### src/rtl/inv_add_round_key.sv
`default_nettype none
// ============================================================================
//  Module      : inv_add_round_key
//  Description : Decryption-path AddRoundKey stage. Captures a {header, state}
//                word, fetches the matching round key over a req/ack port,
//                XORs it into the state WORDS_PER_CYCLE 32-bit words per cycle
//                and offers {header, state ^ key} under valid/ready.
//                Header-0 bubbles are dropped silently; headers above
//                NUM_ROUNDS are dropped with a one-cycle key_err pulse.
//  Revision    : 1.0  initial release
// ============================================================================
module inv_add_round_key #(
    parameter int WORDS_PER_CYCLE = 1,   // legal: 1, 2, 4
    parameter int NUM_ROUNDS      = 10,  // highest legal header value
    parameter int KEY_TIMEOUT     = 16   // KEY_WAIT cycles before abort
) (
    input  logic         clk,
    input  logic         rst,
    // upstream word
    input  logic         i_in_valid,
    output logic         o_in_ready,
    input  logic [131:0] i_in_data,
    // key-schedule store port
    output logic         o_key_req,
    output logic [3:0]   o_key_round,
    input  logic         i_key_ack,
    input  logic [127:0] i_key_data,
    // downstream word
    output logic         o_out_valid,
    input  logic         i_out_ready,
    output logic [131:0] o_out_data,
    // error pulse
    output logic         o_key_err
);

    // ------------------------------------------------------------------------
    // Derived constants
    // ------------------------------------------------------------------------
    // Number of XOR cycles needed to cover the four state words.
    localparam int               c_GROUPS   = 4 / WORDS_PER_CYCLE;
    localparam logic [1:0]       c_LAST_GRP = 2'(c_GROUPS - 1);
    // Timeout counter only has to reach KEY_TIMEOUT-1.
    localparam int               c_TO_W     = (KEY_TIMEOUT > 1) ? $clog2(KEY_TIMEOUT) : 1;
    localparam logic [c_TO_W-1:0] c_TO_LAST = c_TO_W'(KEY_TIMEOUT - 1);
    localparam logic [c_TO_W-1:0] c_TO_ONE  = c_TO_W'(1);
    localparam logic [3:0]       c_MAX_HDR  = 4'(NUM_ROUNDS);

    typedef enum logic [1:0] {
        S_IDLE     = 2'd0,
        S_KEY_WAIT = 2'd1,
        S_XOR      = 2'd2,
        S_OUT      = 2'd3
    } state_t;

    // ------------------------------------------------------------------------
    // Registers
    // ------------------------------------------------------------------------
    state_t              r_state;
    logic [3:0]          r_hdr;
    logic [127:0]        r_data;
    logic [127:0]        r_key;
    logic [1:0]          r_word_cnt;
    logic [c_TO_W-1:0]   r_to_cnt;

    logic                r_in_ready;
    logic                r_key_req;
    logic [3:0]          r_key_round;
    logic                r_out_valid;
    logic [131:0]        r_out_data;
    logic                r_key_err;

    // ------------------------------------------------------------------------
    // Combinational helpers
    // ------------------------------------------------------------------------
    logic [3:0]   w_in_hdr;
    logic         w_hdr_zero;
    logic         w_hdr_bad;
    logic         w_last_grp;
    logic [127:0] w_xor_next;

    assign w_in_hdr   = i_in_data[131:128];
    assign w_hdr_zero = (w_in_hdr == 4'd0);
    assign w_hdr_bad  = (w_in_hdr > c_MAX_HDR);
    assign w_last_grp = (r_word_cnt == c_LAST_GRP);

    // Word k (k=0 is bits [127:96]) belongs to XOR group k/WORDS_PER_CYCLE,
    // so the MSB word is always processed first.
    for (genvar k = 0; k < 4; k++) begin : g_word
        localparam logic [1:0] c_GRP = 2'(k / WORDS_PER_CYCLE);
        logic w_sel;
        assign w_sel = (r_word_cnt == c_GRP);
        assign w_xor_next[127-32*k -: 32] = w_sel
            ? (r_data[127-32*k -: 32] ^ r_key[127-32*k -: 32])
            :  r_data[127-32*k -: 32];
    end

    // ------------------------------------------------------------------------
    // Control FSM with registered outputs. Every output is updated on the
    // same edge as the state it belongs to, so no output decode is needed.
    // ------------------------------------------------------------------------
    always_ff @(posedge clk or posedge rst) begin
        if (rst) begin
            r_state     <= S_IDLE;
            r_hdr       <= 4'd0;
            r_data      <= 128'd0;
            r_key       <= 128'd0;
            r_word_cnt  <= 2'd0;
            r_to_cnt    <= '0;
            r_in_ready  <= 1'b1;
            r_key_req   <= 1'b0;
            r_key_round <= 4'd0;
            r_out_valid <= 1'b0;
            r_out_data  <= 132'd0;
            r_key_err   <= 1'b0;
        end else begin
            // key_err is a single-cycle pulse unless re-armed below
            r_key_err <= 1'b0;

            case (r_state)
                S_IDLE: begin
                    if (i_in_valid) begin
                        r_hdr  <= w_in_hdr;
                        r_data <= i_in_data[127:0];
                        if (w_hdr_zero) begin
                            // bubble: nothing to do, remain ready
                            r_state <= S_IDLE;
                        end else if (w_hdr_bad) begin
                            // no such round key exists; flag and drop
                            r_key_err <= 1'b1;
                            r_state   <= S_IDLE;
                        end else begin
                            r_state     <= S_KEY_WAIT;
                            r_in_ready  <= 1'b0;
                            r_key_req   <= 1'b1;
                            r_key_round <= w_in_hdr;
                            r_to_cnt    <= '0;
                        end
                    end
                end

                S_KEY_WAIT: begin
                    if (i_key_ack) begin
                        // an ack on the final timeout cycle still wins
                        r_key      <= i_key_data;
                        r_to_cnt   <= '0;
                        r_key_req  <= 1'b0;
                        r_word_cnt <= 2'd0;
                        r_state    <= S_XOR;
                    end else if (r_to_cnt == c_TO_LAST) begin
                        // key store never answered: abort and drop the word
                        r_key_err  <= 1'b1;
                        r_key_req  <= 1'b0;
                        r_to_cnt   <= '0;
                        r_in_ready <= 1'b1;
                        r_state    <= S_IDLE;
                    end else begin
                        r_to_cnt <= r_to_cnt + c_TO_ONE;
                    end
                end

                S_XOR: begin
                    r_data <= w_xor_next;
                    if (w_last_grp) begin
                        // load the output directly from the final XOR result
                        r_word_cnt  <= 2'd0;
                        r_out_valid <= 1'b1;
                        r_out_data  <= {r_hdr, w_xor_next};
                        r_state     <= S_OUT;
                    end else begin
                        r_word_cnt <= r_word_cnt + 2'd1;
                    end
                end

                S_OUT: begin
                    // out_data is simply held until the consumer takes it
                    if (i_out_ready) begin
                        r_out_valid <= 1'b0;
                        r_out_data  <= 132'd0;
                        r_in_ready  <= 1'b1;
                        r_state     <= S_IDLE;
                    end
                end

                default: begin
                    r_state <= S_IDLE;
                end
            endcase
        end
    end

    // ------------------------------------------------------------------------
    // Outputs
    // ------------------------------------------------------------------------
    assign o_in_ready  = r_in_ready;
    assign o_key_req   = r_key_req;
    assign o_key_round = r_key_round;
    assign o_out_valid = r_out_valid;
    assign o_out_data  = r_out_data;
    assign o_key_err   = r_key_err;

endmodule
`default_nettype wire

### config.mk
export PLATFORM = sky130hd
export DESIGN_NAME = inv_add_round_key
export DESIGN_NICKNAME = d
export VERILOG_FILES = /design/src/rtl/inv_add_round_key.sv
export SDC_FILE = /design/constraint.sdc
export NUM_CORES = 1
export LEC_CHECK = 0
export ABC_AREA = 1
export CORE_ASPECT_RATIO = 1.2
export CORE_UTILIZATION = 40
export CTS_CLUSTER_DIAMETER = 40
export DETAILED_ROUTE_END_ITERATION = 6
export HOLD_SLACK_MARGIN = 0.15
export PLACE_DENSITY = 0.65
export SLEW_MARGIN = 20
export SYNTH_ARGS = -nofsm -noshare
export SYNTH_HDL_FRONTEND = slang
export SYNTH_SLANG_ARGS = --single-unit
### constraint.sdc
create_clock -name clk -period 16.85 [get_ports clk]
set_input_delay 3.37 -clock clk [delete_from_list [all_inputs] [get_ports clk]]
set_output_delay 3.37 -clock clk [all_outputs]
set_load 0.005 [all_outputs]
==> impl_metrics.yaml <==
power:
  ir_drop_mv: 0.167
  power.leakage_uw: 0.0103
  p_switching_uw: 1660
  p_int_uw: 3010
  swShare_pct: 35.6
  clockPowerShare_pct: 26.2
  p_seq_share_pct: 36.1
  power_density_nw_per_um2: 191
  p_comb_share_pct: 37.8
synthesis:
  yosysTopAreaCell: "dfrtp_1"
  synth_cells: 1742
  yosys-top-cells-count: "dfrtp_1 (407), o21ai_0 (264), inv_1 (196)"
  syn_area_per_cell_um2: 10.4
  synthesis.area_um2: 18100
  synth_top_area_share_pct: 56.4
  async_flop_share_pct: 100
  yosysMostFrequentCell: "dfrtp_1"
  synth.area.mux_share_pct: 7.98
  synth-edff-count: 0
  yosysSeqAreaShare_pct: 56.6
  synth-simple-area-share_pct: 6.25
  synthXorXnorAreaFrac_pct: 6.26
  yosys.area_share.adder_pct: 0.346
  ys_ff_latch: 408
  synth_cell_type_count: 29
  ys_warn_count: 0
  syn_nets: 2012
  synth_compound_area_share_pct: 15.6
  synth_top_family_by_area: "compound AO/OA/AOI/OAI gates"
  ys.flop_type: "dfrtp_1"
  synth_area_leaders: "dfrtp_1 (56%), mux2_2 (7.4%), o21ai_0 (7.3%)"
min_path:
  hp-class: "reg -> reg"
  hp-start: "o_in_ready"
clocking:
  cts-root-buf: "clkbuf_16"
  cts_resized: 0
  ctsHoldBuffers: 0
  postCtsSetupRepairBufs: 0
  cts_buffer_depth: 3
  cts_sinks: 408
  htreeDepth: 2
  worstSkewPairLatency_ps: 590
  cts.reportedPaths.clkPinSlew_ps: 50
  cts_made_buffers: 57
  tritoncts: "built"
detailed_routing:
  drcViolationCount: 0
  wl_met2_mm: 24.8
  wirelength_mm: 51.1
  ant_nets: 0
  wl_met1_mm: 21.5
  vias: 14100
  first_iter_violations: 758
  highest_layer: "met5"
  wl_met3_mm: 3.63
  wl_per_cell_um: 18.8
  drt_pass1_iterations: 7
  via_per_inst: 5.21
floorplan:
  die_y_um: 235
  core_area_um2: 44100
  start_util_pct: 40.9
  die_x_um: 196
  rows: 84
  ioPinCount: 405
  die_area_um2: 46000
setup_path:
  crit_fanout: 126
  worst-setup-path-type: "in -> async"
  cp_data_required_time_ps: 17420
  crit_arrival_ps: 6380
  end_kind: "async pin"
  crit_start: "rst"
  start_kind: "primary input"
global_route:
  grt_pass1_vias: 15000
  antenna_found_initial: 7
  grt.overflow.total: 0
  track_usage_pct: 22.2
  grt_pass1_wl_mm: 81.3
  grt_max_degree: 156
placed_design:
  port_buffers: 404
  place.gp.congestion: 0.780
  hpwl_mm: 31.4
sta:
  slew_headroom_pct: 26.6
  fin_skew_ps: 15.6
  grt_setup_unrepaired: "no"
  final.min_clock_period_ps: 5810
  final-max-slew-violation-count: 0
  finalSetupViolations: 0
  hold_violations: 0
  tightest_slew_ps: 1100
  fin_setup_tns_ps: 0
  fin_crit_sh_pct: 34.5
  timing.hold.ws_ps: 467
  max_clock_freq_ghz: 0.172
status:
  status: "complete, no violations"
finish:
  num-fill-cells: 3855
  area_delta_synth_final_pct: 35.3
  nNetsFinal: 2375
  drive_gt1_share_pct: 11.6
run:
  maxCapViolations: 0
-- worst paths after layout --
kind,endpoint,slack (ps),cells after the start
max in group clk,r_data[98],11090,6
worst min-delay path,o_in_ready,470,2
worst max-delay path,o_out_data[15],11040,4
worst min register to register,o_in_ready,470,2
worst max register to register,r_data[98],12710,7
min in group asynchronous,o_out_data[61],3380,2
-- power by group through the flow --
stage / logic (uW) / registers [uW] / clock network, uW
floorplan: 1180 / 1650 / 0
global placement: 1720 / 1680 / 0
detailed placement: 1770 / 1700 / 0
CTS: 1790 / 1690 / 1240
finish: 1760 / 1690 / 1220
global route: 1970 / 1740 / 1290
-- sequential cells by signal, indices dropped and copies added, names as in the netlist, named ones only --
signal,count
o_in_ready,1
o_key_err,1
o_key_req,1
o_key_round,4
o_out_data,132
o_out_valid,1
r_data,128
r_hdr,4
r_key,128
r_state,1
r_to_cnt,4
r_word_cnt,2
-- stage by stage --
| step | std cells | total power, uW | setup WS (ps) | utilization [%] | cell area, um^2 |
|---|---|---|---|---|---|
| after CTS | 2711 | 4720 | 10910 | 55.3 | 24400 |
| final | 2714 | 4670 | 11040 | 55.3 | 24400 |
| after detailed placement | 2605 | 3470 | 10280 | 50.9 | 22500 |
| after global routing | 2714 | 4990 | 10550 | 55.3 | 24400 |
| after floorplan | 1742 | 2820 | 2130 | - | 18100 |
| after global placement | 2605 | 3400 | 10280 | 50.9 | 22500 |
-- kinds of logic (layout without fill, tap and decap cells) --
family	after synthesis	in the layout
compound gates	486	486
xor+xnor	129	129
fa+ha+maj	5	5
buf+inv	313	723
flops	408	408
mux	128	128
other cells	0	3
simple gates	273	273
-- layout make-up --
class | count | area (um^2) | area share, %
flip-flops and latches | 408 | 10200 | 41.8
multi-input cells | 1021 | 6650 | 27.2
repair buffers | 418 | 4150 | 17.0
clock buffers | 69 | 1540 | 6.31
inverters | 199 | 757 | 3.10
well taps | 559 | 699 | 2.86
clock inverters | 37 | 418 | 1.71
diodes | 3 | 7.51 | 0.0307
-- cells in the final DEF (no fill, tap or decap), types with 10 or more instances in the layout --
cell             synthesis  layout
a22oi_1                 23      23
buf_4                    5      14
clkbuf_16                0      57
clkdlybuf4s50_1          0     404
dfrtp_1                407     407
inv_1                  196     195
mux2_1                  10      10
mux2_2                 118     118
nand2_1                170     169
nand3_1                 62      62
nor2_1                  32      32
o21a_1                  78      78
o21ai_0                264     264
o21ai_1                 14      14
o22ai_1                106     106
xor2_1                 129     129
-- critical path: stages --
cell and delay, ps:
clkdlybuf4s50_1 490, inv_8 640, buf_4 840, buf_4 880
-- per-layer routing --
layer / global-route usage, % / vias to the layer above
met3: 5.66 / 69
met1: 27.8 / 7067
met5: 0 / -
met2: 37.2 / 438
met4: 7.74 / 6
li1: - / 6552
Note: power is estimated with default switching activity, not from simulation.
